## src/rtl/jtkunio_pkg.sv

```systemverilog
// Shared types for the Kunio graphics ROM arbiter:
// slot ids, sequencer states, default ROM bases and the rr picker.
package jtkunio_pkg;

  typedef enum logic [1:0] {
    SLOT_CHAR = 2'd0,
    SLOT_SCR  = 2'd1,
    SLOT_OBJ  = 2'd2
  } slot_e;

  typedef enum logic [1:0] {
    ST_IDLE = 2'd0,
    ST_REQ  = 2'd1,
    ST_WAIT = 2'd2
  } state_e;

  typedef struct packed {
    logic  hit;
    slot_e slot;
  } pick_t;

  localparam logic [21:0] DEF_CHAR_OFFSET = 22'h0;
  localparam logic [21:0] DEF_SCR_OFFSET  = 22'h4000;
  localparam logic [21:0] DEF_OBJ_OFFSET  = 22'h24000;

  function automatic slot_e rr_next(slot_e s);
    slot_e n;
    unique case (s)
      SLOT_CHAR: n = SLOT_SCR;
      SLOT_SCR:  n = SLOT_OBJ;
      default:   n = SLOT_CHAR;
    endcase
    return n;
  endfunction

  // ptr is the highest-priority slot this round
  function automatic pick_t rr_pick(
    logic [2:0] miss,
    slot_e      ptr
  );
    pick_t p;
    slot_e s;
    p.hit  = 1'b0;
    p.slot = ptr;
    s      = ptr;
    for (int i = 0; i < 3; i++) begin
      if (!p.hit && miss[s]) begin
        p.hit  = 1'b1;
        p.slot = s;
      end
      s = rr_next(s);
    end
    return p;
  endfunction

endpackage

```

## src/rtl/jtkunio_gfx_slot.sv

```systemverilog
// One cached ROM word per requester: tag, data and valid,
// with a combinational hit compare against the live address.
module jtkunio_gfx_slot
  import jtkunio_pkg::*;
#(
  parameter int AWIDTH = 14
)(
  input  logic              clk,
  input  logic              rst_n,
  input  logic              cs,
  input  logic [AWIDTH-1:0] addr,
  input  logic              we,
  input  logic [AWIDTH-1:0] wtag,
  input  logic [31:0]       wdata,
  output logic [31:0]       data,
  output logic              ok,
  output logic              miss
);

  logic [AWIDTH-1:0] tag_q, tag_d;
  logic [31:0]       data_q, data_d;
  logic              valid_q, valid_d;
  logic              hit;

  always_comb begin
    tag_d   = tag_q;
    data_d  = data_q;
    valid_d = valid_q;
    if (we) begin
      tag_d   = wtag;
      data_d  = wdata;
      valid_d = 1'b1;
    end
  end

  always_ff @(posedge clk or negedge rst_n) begin
    if (!rst_n) begin
      tag_q   <= '0;
      data_q  <= '0;
      valid_q <= 1'b0;
    end else begin
      tag_q   <= tag_d;
      data_q  <= data_d;
      valid_q <= valid_d;
    end
  end

  assign hit  = valid_q && (addr == tag_q);
  assign ok   = cs && hit;
  assign miss = cs && !hit;
  assign data = data_q;

endmodule

```

## src/rtl/jtkunio_gfx_arb.sv

```systemverilog
// Shares one SDRAM read port among char, scroll and object
// fetchers: three cached words and a round-robin miss sequencer.
module jtkunio_gfx_arb
  import jtkunio_pkg::*;
#(
  parameter int          AW          = 22,
  parameter logic [AW-1:0] CHAR_OFFSET = AW'(DEF_CHAR_OFFSET),
  parameter logic [AW-1:0] SCR_OFFSET  = AW'(DEF_SCR_OFFSET),
  parameter logic [AW-1:0] OBJ_OFFSET  = AW'(DEF_OBJ_OFFSET),
  parameter int          TIMEOUT     = 63
)(
  input  logic          clk,
  input  logic          rst_n,
  input  logic          char_cs,
  input  logic [13:0]   char_addr,
  output logic [31:0]   char_data,
  output logic          char_ok,
  input  logic          scr_cs,
  input  logic [16:0]   scr_addr,
  output logic [31:0]   scr_data,
  output logic          scr_ok,
  input  logic          obj_cs,
  input  logic [17:0]   obj_addr,
  output logic [31:0]   obj_data,
  output logic          obj_ok,
  output logic [AW-1:0] sdram_addr,
  output logic          sdram_rd,
  input  logic          sdram_ack,
  input  logic          sdram_dst,
  input  logic [31:0]   sdram_dout
);

  state_e        state_q, state_d;
  slot_e         gnt_q, gnt_d;
  slot_e         ptr_q, ptr_d;
  logic [17:0]   fa_q, fa_d;
  logic [AW-1:0] addr_q, addr_d;
  logic          rd_q, rd_d;
  logic [5:0]    timer_q, timer_d;

  logic          char_miss, scr_miss, obj_miss;
  logic [2:0]    miss;
  pick_t         pick;
  logic [17:0]   sel_addr;
  logic [AW-1:0] sel_off;
  logic          fill;

  assign miss = {obj_miss, scr_miss, char_miss};
  assign pick = rr_pick(miss, ptr_q);

  // ack and dst in the same REQ cycle count as a complete fetch
  assign fill = sdram_dst &&
                ((state_q == ST_WAIT) ||
                 (state_q == ST_REQ && sdram_ack));

  jtkunio_gfx_slot #(.AWIDTH(14)) u_char (
    .clk   (clk),
    .rst_n (rst_n),
    .cs    (char_cs),
    .addr  (char_addr),
    .we    (fill && gnt_q == SLOT_CHAR),
    .wtag  (fa_q[13:0]),
    .wdata (sdram_dout),
    .data  (char_data),
    .ok    (char_ok),
    .miss  (char_miss)
  );

  jtkunio_gfx_slot #(.AWIDTH(17)) u_scr (
    .clk   (clk),
    .rst_n (rst_n),
    .cs    (scr_cs),
    .addr  (scr_addr),
    .we    (fill && gnt_q == SLOT_SCR),
    .wtag  (fa_q[16:0]),
    .wdata (sdram_dout),
    .data  (scr_data),
    .ok    (scr_ok),
    .miss  (scr_miss)
  );

  jtkunio_gfx_slot #(.AWIDTH(18)) u_obj (
    .clk   (clk),
    .rst_n (rst_n),
    .cs    (obj_cs),
    .addr  (obj_addr),
    .we    (fill && gnt_q == SLOT_OBJ),
    .wtag  (fa_q),
    .wdata (sdram_dout),
    .data  (obj_data),
    .ok    (obj_ok),
    .miss  (obj_miss)
  );

  always_comb begin
    sel_addr = 18'(char_addr);
    sel_off  = CHAR_OFFSET;
    unique case (1'b1)
      pick.slot == SLOT_SCR: begin
        sel_addr = 18'(scr_addr);
        sel_off  = SCR_OFFSET;
      end
      pick.slot == SLOT_OBJ: begin
        sel_addr = obj_addr;
        sel_off  = OBJ_OFFSET;
      end
      default: begin
        sel_addr = 18'(char_addr);
        sel_off  = CHAR_OFFSET;
      end
    endcase
  end

  always_comb begin
    state_d = state_q;
    gnt_d   = gnt_q;
    ptr_d   = ptr_q;
    fa_d    = fa_q;
    addr_d  = addr_q;
    rd_d    = rd_q;
    timer_d = timer_q;
    unique case (state_q)
      ST_IDLE: begin
        if (pick.hit) begin
          gnt_d   = pick.slot;
          ptr_d   = rr_next(pick.slot);
          fa_d    = sel_addr;
          addr_d  = AW'(sel_addr) + sel_off;
          rd_d    = 1'b1;
          state_d = ST_REQ;
        end
      end
      ST_REQ: begin
        if (sdram_ack) begin
          rd_d    = 1'b0;
          timer_d = '0;
          state_d = sdram_dst ? ST_IDLE : ST_WAIT;
        end
      end
      ST_WAIT: begin
        if (sdram_dst) begin
          state_d = ST_IDLE;
        end else if (timer_q == 6'(TIMEOUT)) begin
          state_d = ST_IDLE;
        end else begin
          timer_d = timer_q + 6'd1;
        end
      end
      default: state_d = ST_IDLE;
    endcase
  end

  always_ff @(posedge clk or negedge rst_n) begin
    if (!rst_n) begin
      state_q <= ST_IDLE;
      gnt_q   <= SLOT_CHAR;
      ptr_q   <= SLOT_CHAR;
      fa_q    <= '0;
      addr_q  <= '0;
      rd_q    <= 1'b0;
      timer_q <= '0;
    end else begin
      state_q <= state_d;
      gnt_q   <= gnt_d;
      ptr_q   <= ptr_d;
      fa_q    <= fa_d;
      addr_q  <= addr_d;
      rd_q    <= rd_d;
      timer_q <= timer_d;
    end
  end

  assign sdram_addr = addr_q;
  assign sdram_rd   = rd_q;

endmodule

```

## config.mk

```make
export PLATFORM = sky130hd
export DESIGN_NAME = jtkunio_gfx_arb
export DESIGN_NICKNAME = d
export VERILOG_FILES = /design/src/rtl/jtkunio_pkg.sv /design/src/rtl/jtkunio_gfx_slot.sv /design/src/rtl/jtkunio_gfx_arb.sv
export SDC_FILE = /design/constraint.sdc
export NUM_CORES = 1
export LEC_CHECK = 0
export CAP_MARGIN = 20
export CORE_ASPECT_RATIO = 2
export CORE_MARGIN = 5
export CORE_UTILIZATION = 30
export CTS_BUF_LIST = sky130_fd_sc_hd__clkbuf_2
export CTS_CLUSTER_SIZE = 25
export DETAILED_ROUTE_END_ITERATION = 7
export PLACE_DENSITY = 0.61
export SLEW_MARGIN = 20
export SYNTH_ARGS = -nofsm -noshare
export SYNTH_HDL_FRONTEND = slang
export SYNTH_SLANG_ARGS = --single-unit
```

## constraint.sdc

```tcl
create_clock -name clk -period 7.9 [get_ports clk]
set_input_delay 1.58 -clock clk [delete_from_list [all_inputs] [get_ports clk]]
set_output_delay 1.58 -clock clk [all_outputs]
set_load 0.02 [all_outputs]
```

# After elaboration in Yosys (flattened, before gate mapping)
# Index checks and enable logic that the tools add are counted.
# op_classes
addsub	2
order_cmp	3
n_eq_ne	17
n_mux	27
n_reduce_logical	33
# op_table
operator	count
case mux 18 bit (2 select lines)	2
adder 18 x 22 -> 22 bit	1
equality test 18 bit	1
two-way mux 6 bit	3
equality test 17 bit	1
logical AND 1 bit	16
equality test 14 bit	1
case mux 2 bit (2 select lines)	3
case mux 6 bit (2 select lines)	1
equality test 2 x 1 -> 1 bit, second input constant	5
zero test 2 bit	5
two-way mux 2 bit	5
less-than comparator 2 x 3 -> 1 bit, second input constant	3
two-way mux 3 bit	3
!= test 2 bit, second input constant	4
adder 6 x 1 -> 6 bit, second input constant	1
binary-select mux 1 bit (select 2 bit)	3
equality test 2 bit, second input constant	3
equality test 6 bit, second input constant	1
case mux 2 bit (3 select lines)	1
AND reduction 3 bit	2
zero test 1 bit	5
two-way mux 1 bit	5
AND reduction 4 bit	1
other kinds (5)	6
# word_totals
regBits	201
input_bits	88
out_inout_bits	122
word_cells	98

# Logic depth before layout (Yosys ltp)
# depth
word_depth	16
depth_mapped	15
depth_no_buf	14

# By module
# From an unflattened synthesis, not the netlist that was laid out.
# hier_totals
hier_cells	633
hier_area_um2	8145.3
# modules_own_cells
module	instances	cells_each	area_per_inst_um2	seq_area_each_um2
jtkunio_gfx_arb	1	247	2109.5	900.9
jtkunio_gfx_slot at u_obj	1	134	2082.0	1276.2
jtkunio_gfx_slot at u_scr	1	132	2038.2	1251.2
jtkunio_gfx_slot at u_char	1	120	1915.6	1176.1

# Least setup slack after synthesis
# Ideal clock, no wire load.
# synth_path
path_kind	input -> register
startpoint	input obj_addr[10]
endpoint	register addr_q[18], in the netlist sdram_addr[18]
setup_ns	0.125
arrival_ns	3.997
required_ns	7.775
path_slack_ns	3.779
stages	14
n_path_buf	1
cell_sequence	xnor2_1 -> nand4_1 -> nor4_1 -> a21bo_2 -> a21oi_1 -> a22o_1 -> ha_1 -> clkbuf_1 -> a22oi_1 -> nor2_1 -> ha_1 -> a21oi_1 -> nor2b_1 -> mux2_2
# synth_rtl
element	line	source
start, declared	jtkunio_gfx_arb.sv:23	input logic [17:0] obj_addr,
end signal, assigned	jtkunio_gfx_arb.sv:167	addr_q <= addr_d;
end, declared	jtkunio_gfx_arb.sv:37	logic [AW-1:0] addr_q, addr_d;

# Final worst setup path
# layout_path
startpoint	input obj_addr[16]
endpoint	output obj_ok
# layout_between
elab_chain_cells	3
# layout_lines
element	line	source
equality test 18 bit	jtkunio_gfx_slot.sv:48	assign hit = valid_q && (addr == tag_q);
logical AND 1 bit	jtkunio_gfx_slot.sv:48	
logical AND 1 bit	jtkunio_gfx_slot.sv:49	assign ok = cs && hit;
end, declared	jtkunio_gfx_arb.sv:25	output logic obj_ok,
# Every way passes these cells.

==> out/qor.yml <==
clock_network:
  cts_resized: 0
  clk_latency_ps: 840
  h-tree-depth: 4
  clk_pin_slew_worst_paths_ps: 260
  cts_buffers: 17
  cts_tree: "done"
  cts_root_buf: "clkbuf_2"
  cts.sinks: 184
  cts_max_path_buffers: 2
  postCtsHoldBufs: 0
  postCtsSetupBuffers: 0
sta:
  slew_headroom_pct: 31.25
  fin_hold_ws_ps: 498.4
  fin_ws_ps: 2408
  setup_viol: 0
  fmax_mhz: 182.1
  grt_setup_unrepaired: "false"
  hold_violations: 0
  fin_skew_ps: 45.70
  tightest_slew_ps: 1031
  layout_min_cycle_time_ps: 5492
  fin_tns_setup_ps: 0
  maxSlewViolCount: 0
  period_share_pct: 69.51
die:
  ios: 210
  fp.dieArea_mm2: 0.03086
  core_mm2: 0.02691
  chipHeight_um: 243.5
  rows: 85
  fp.dieW_um: 126.7
  start_util_pct: 30.39
yosys:
  synth_async_sr_flop_share_pct: 100.0
  synth_area_mm2: 0.008178
  yosys.area_share.adder_pct: 0.9180
  netlist_instances: 602
  netlist.area_leader.share_pct: 56.30
  seq_area_frac_synth_pct: 56.30
  synth_top_family_by_area: "multiplexers"
  ys.flop_type: "dfrtp_1"
  synth-edff-count: 0
  yosys_register_bits: 184
  synth-xor-area-share_pct: 5.783
  yosys.area_share.simple_pct: 4.789
  yosysTopAreaCell: "dfrtp_1"
  synth_area_per_cell_um2: 13.58
  synth_area_leaders: "dfrtp_1 56%, mux2_2 21%, xnor2_1 4.7%"
  synthMuxAreaShare_pct: 23.81
  synth-compound-area-share_pct: 5.003
  yosys.cell_types.count: 46
  ys_warn_count: 0
grt:
  grt_max_degree: 77
  grt.total_usage_pct: 15.73
  antenna_found_initial: 2
  first_global_vias: 6084
  overflow: 0
  grt_pass1_wl_um: 36510
worst_setup_path:
  worstReg2RegStart: "u_char.tag_q[7]"
  cp_max_fo: 4
  cp-end-kind: "primary output"
  crit_arrival_ps: 3910
  startpoint_type: "primary input"
  crit_required_ps: 6320
  worstSetupStartpoint: "obj_addr[16]"
  crit_type: "in -> out"
finish:
  fin_nets: 887
  syn_to_final_growth_pct: 31.38
  num-fill-cells: 2653
  seqCellArea_mm2: 0.004604
  multi_input_area_mm2: 0.003323
  drive_above_1_share_pct: 26.30
placement:
  hpwlAfterDp_um: 17560
  place_congestion: 0.8219
  numPortBuffers: 206
  place_ws_ps: 2153
power_and_ir_drop:
  powerDensity_mw_per_mm2: 377.7
  irDropWorstVdd_v: 0.0002054
  total_power_w: 0.004058
  p_leak_nw: 4.547
drt:
  drt_wl_total_um: 23750
  drc: 0
  num_vias: 5436
  ant_nets: 0
  post_drt_via_cell_ratio: 4.702
  drtPass1Iterations: 4
  detail_route.wl_per_cell_um: 20.54
  drtIter0Drc: 215
worst_hold_path:
  min_from: "state_q[1]"
  min_path_type: "reg -> reg"
job:
  drv_cap: 0
status:
  status: "finished, final reports clean"
==> state kept, by name, indices dropped and copies added, names as in the netlist <==
| name | count |
|---|---|
| u_obj.data | 32 |
| u_char.valid_q | 1 |
| ptr_q | 2 |
| u_obj.valid_q | 1 |
| sdram_rd | 1 |
| u_obj.tag_q | 18 |
| timer_q | 6 |
| u_scr.valid_q | 1 |
| state_q | 2 |
| sdram_addr | 5 |
| u_scr.tag_q | 17 |
| u_char.tag_q | 14 |
| fa_q | 18 |
| u_scr.data | 32 |
| u_char.data | 32 |
| gnt_q | 2 |
==> path summary, 6_finish.rpt <==
kind | end | slack [ps] | cells past startpoint
max in group asynchronous | u_obj.data[21] | 5950 | 2
max | obj_ok | 2410 | 6
min reg2reg | state_q[0] | 500 | 1
max reg2reg | sdram_addr[18] | 3900 | 13
min | state_q[0] | 500 | 1
min in group asynchronous | u_scr.tag_q[14] | 620 | 1
==> stage by stage <==
step           area [µm²]  utilization (%)  instances
3_5_place_dp        10500            39.01       1122
6_report            10740            39.93       1156
5_1_grt             10740            39.93       1156
3_3_place_gp        10500            39.01       1122
4_1_cts             10740            39.91       1154
2_1_floorplan        8185                -        604
==> area by class of cell <==
cell class,instances,area share (%)
diodes,2,0.04658
clock buffers,19,0.8851
clock inverters,13,1.363
inverters,7,0.2446
multi-input cells,371,30.93
flip-flops and latches,184,42.86
well taps,348,4.053
repair buffers,212,19.62
==> cells in the mapped netlist (2+ instances only) <==
master	number
xnor2_1	44
inv_1	7
o21ai_0	23
buf_1	8
ha_1	6
nor2b_1	5
nor3_1	4
nand2b_1	4
dfrtp_1	184
a21o_1	2
nor4_1	2
buf_2	3
nand3_1	4
a22oi_1	17
nand2_1	25
mux2_4	15
a32o_1	2
nor2_1	12
xor2_1	10
nand4_1	13
a21oi_1	8
buf_6	3
buf_4	17
mux2_2	152
clkbuf_1	11
==> layer usage <==
metal / global-route usage (%) / vias to the layer above / wire (µm)
met1: 15.21 / 2767 / 8090
met3: 3.748 / 36 / 1068
met4: 7.549 / 0 / 882
met2: 30.37 / 146 / 13710
li1: - / 2487 / -
met5: 0 / - / 0
==> cells in the final DEF, fill, tap and decap left out, types with 3 or more instances in the layout <==
master	instances
clkdlybuf4s50_1	205
dfrtp_1	184
mux2_2	152
xnor2_1	44
o21ai_0	23
nand2_1	23
clkbuf_2	19
a22oi_1	17
mux2_4	15
nand4_1	13
nor2_1	12
xor2_1	10
a21oi_1	8
inv_1	7
ha_1	6
buf_4	6
nor2b_1	5
nand3_1	4
nand2b_1	4
nor3_1	3
conb_1	3
==> kinds of logic after synthesis <==
| group | Yosys count |
|---|---|
| DFF | 184 |
| muxes | 168 |
| adders and majority gates | 6 |
| xor gates and xnor gates | 54 |
| buffers and inverters | 49 |
| AOI/OAI and AO/OA | 63 |
| and+or+nand+nor | 77 |
| other | 1 |
==> worst max-delay path: stages <==
cell and delay, ps:
clkdlybuf4s50_1 520, xnor2_1 310, nand4_1 150, nor4_1 470
and3_1 270, clkdlybuf4s50_1 610
==> report_power, final <==
group | leakage, nW | switching [W] | internal (W)
logic | 2.09 | 0.000904 | 0.00101
registers | 2.31 | 0.000285 | 0.00136
clock network | 0.146 | 0.000346 | 0.000153
total | 4.55 | 0.00154 | 0.00252
No activity file was read; power rests on OpenSTA's default activity.
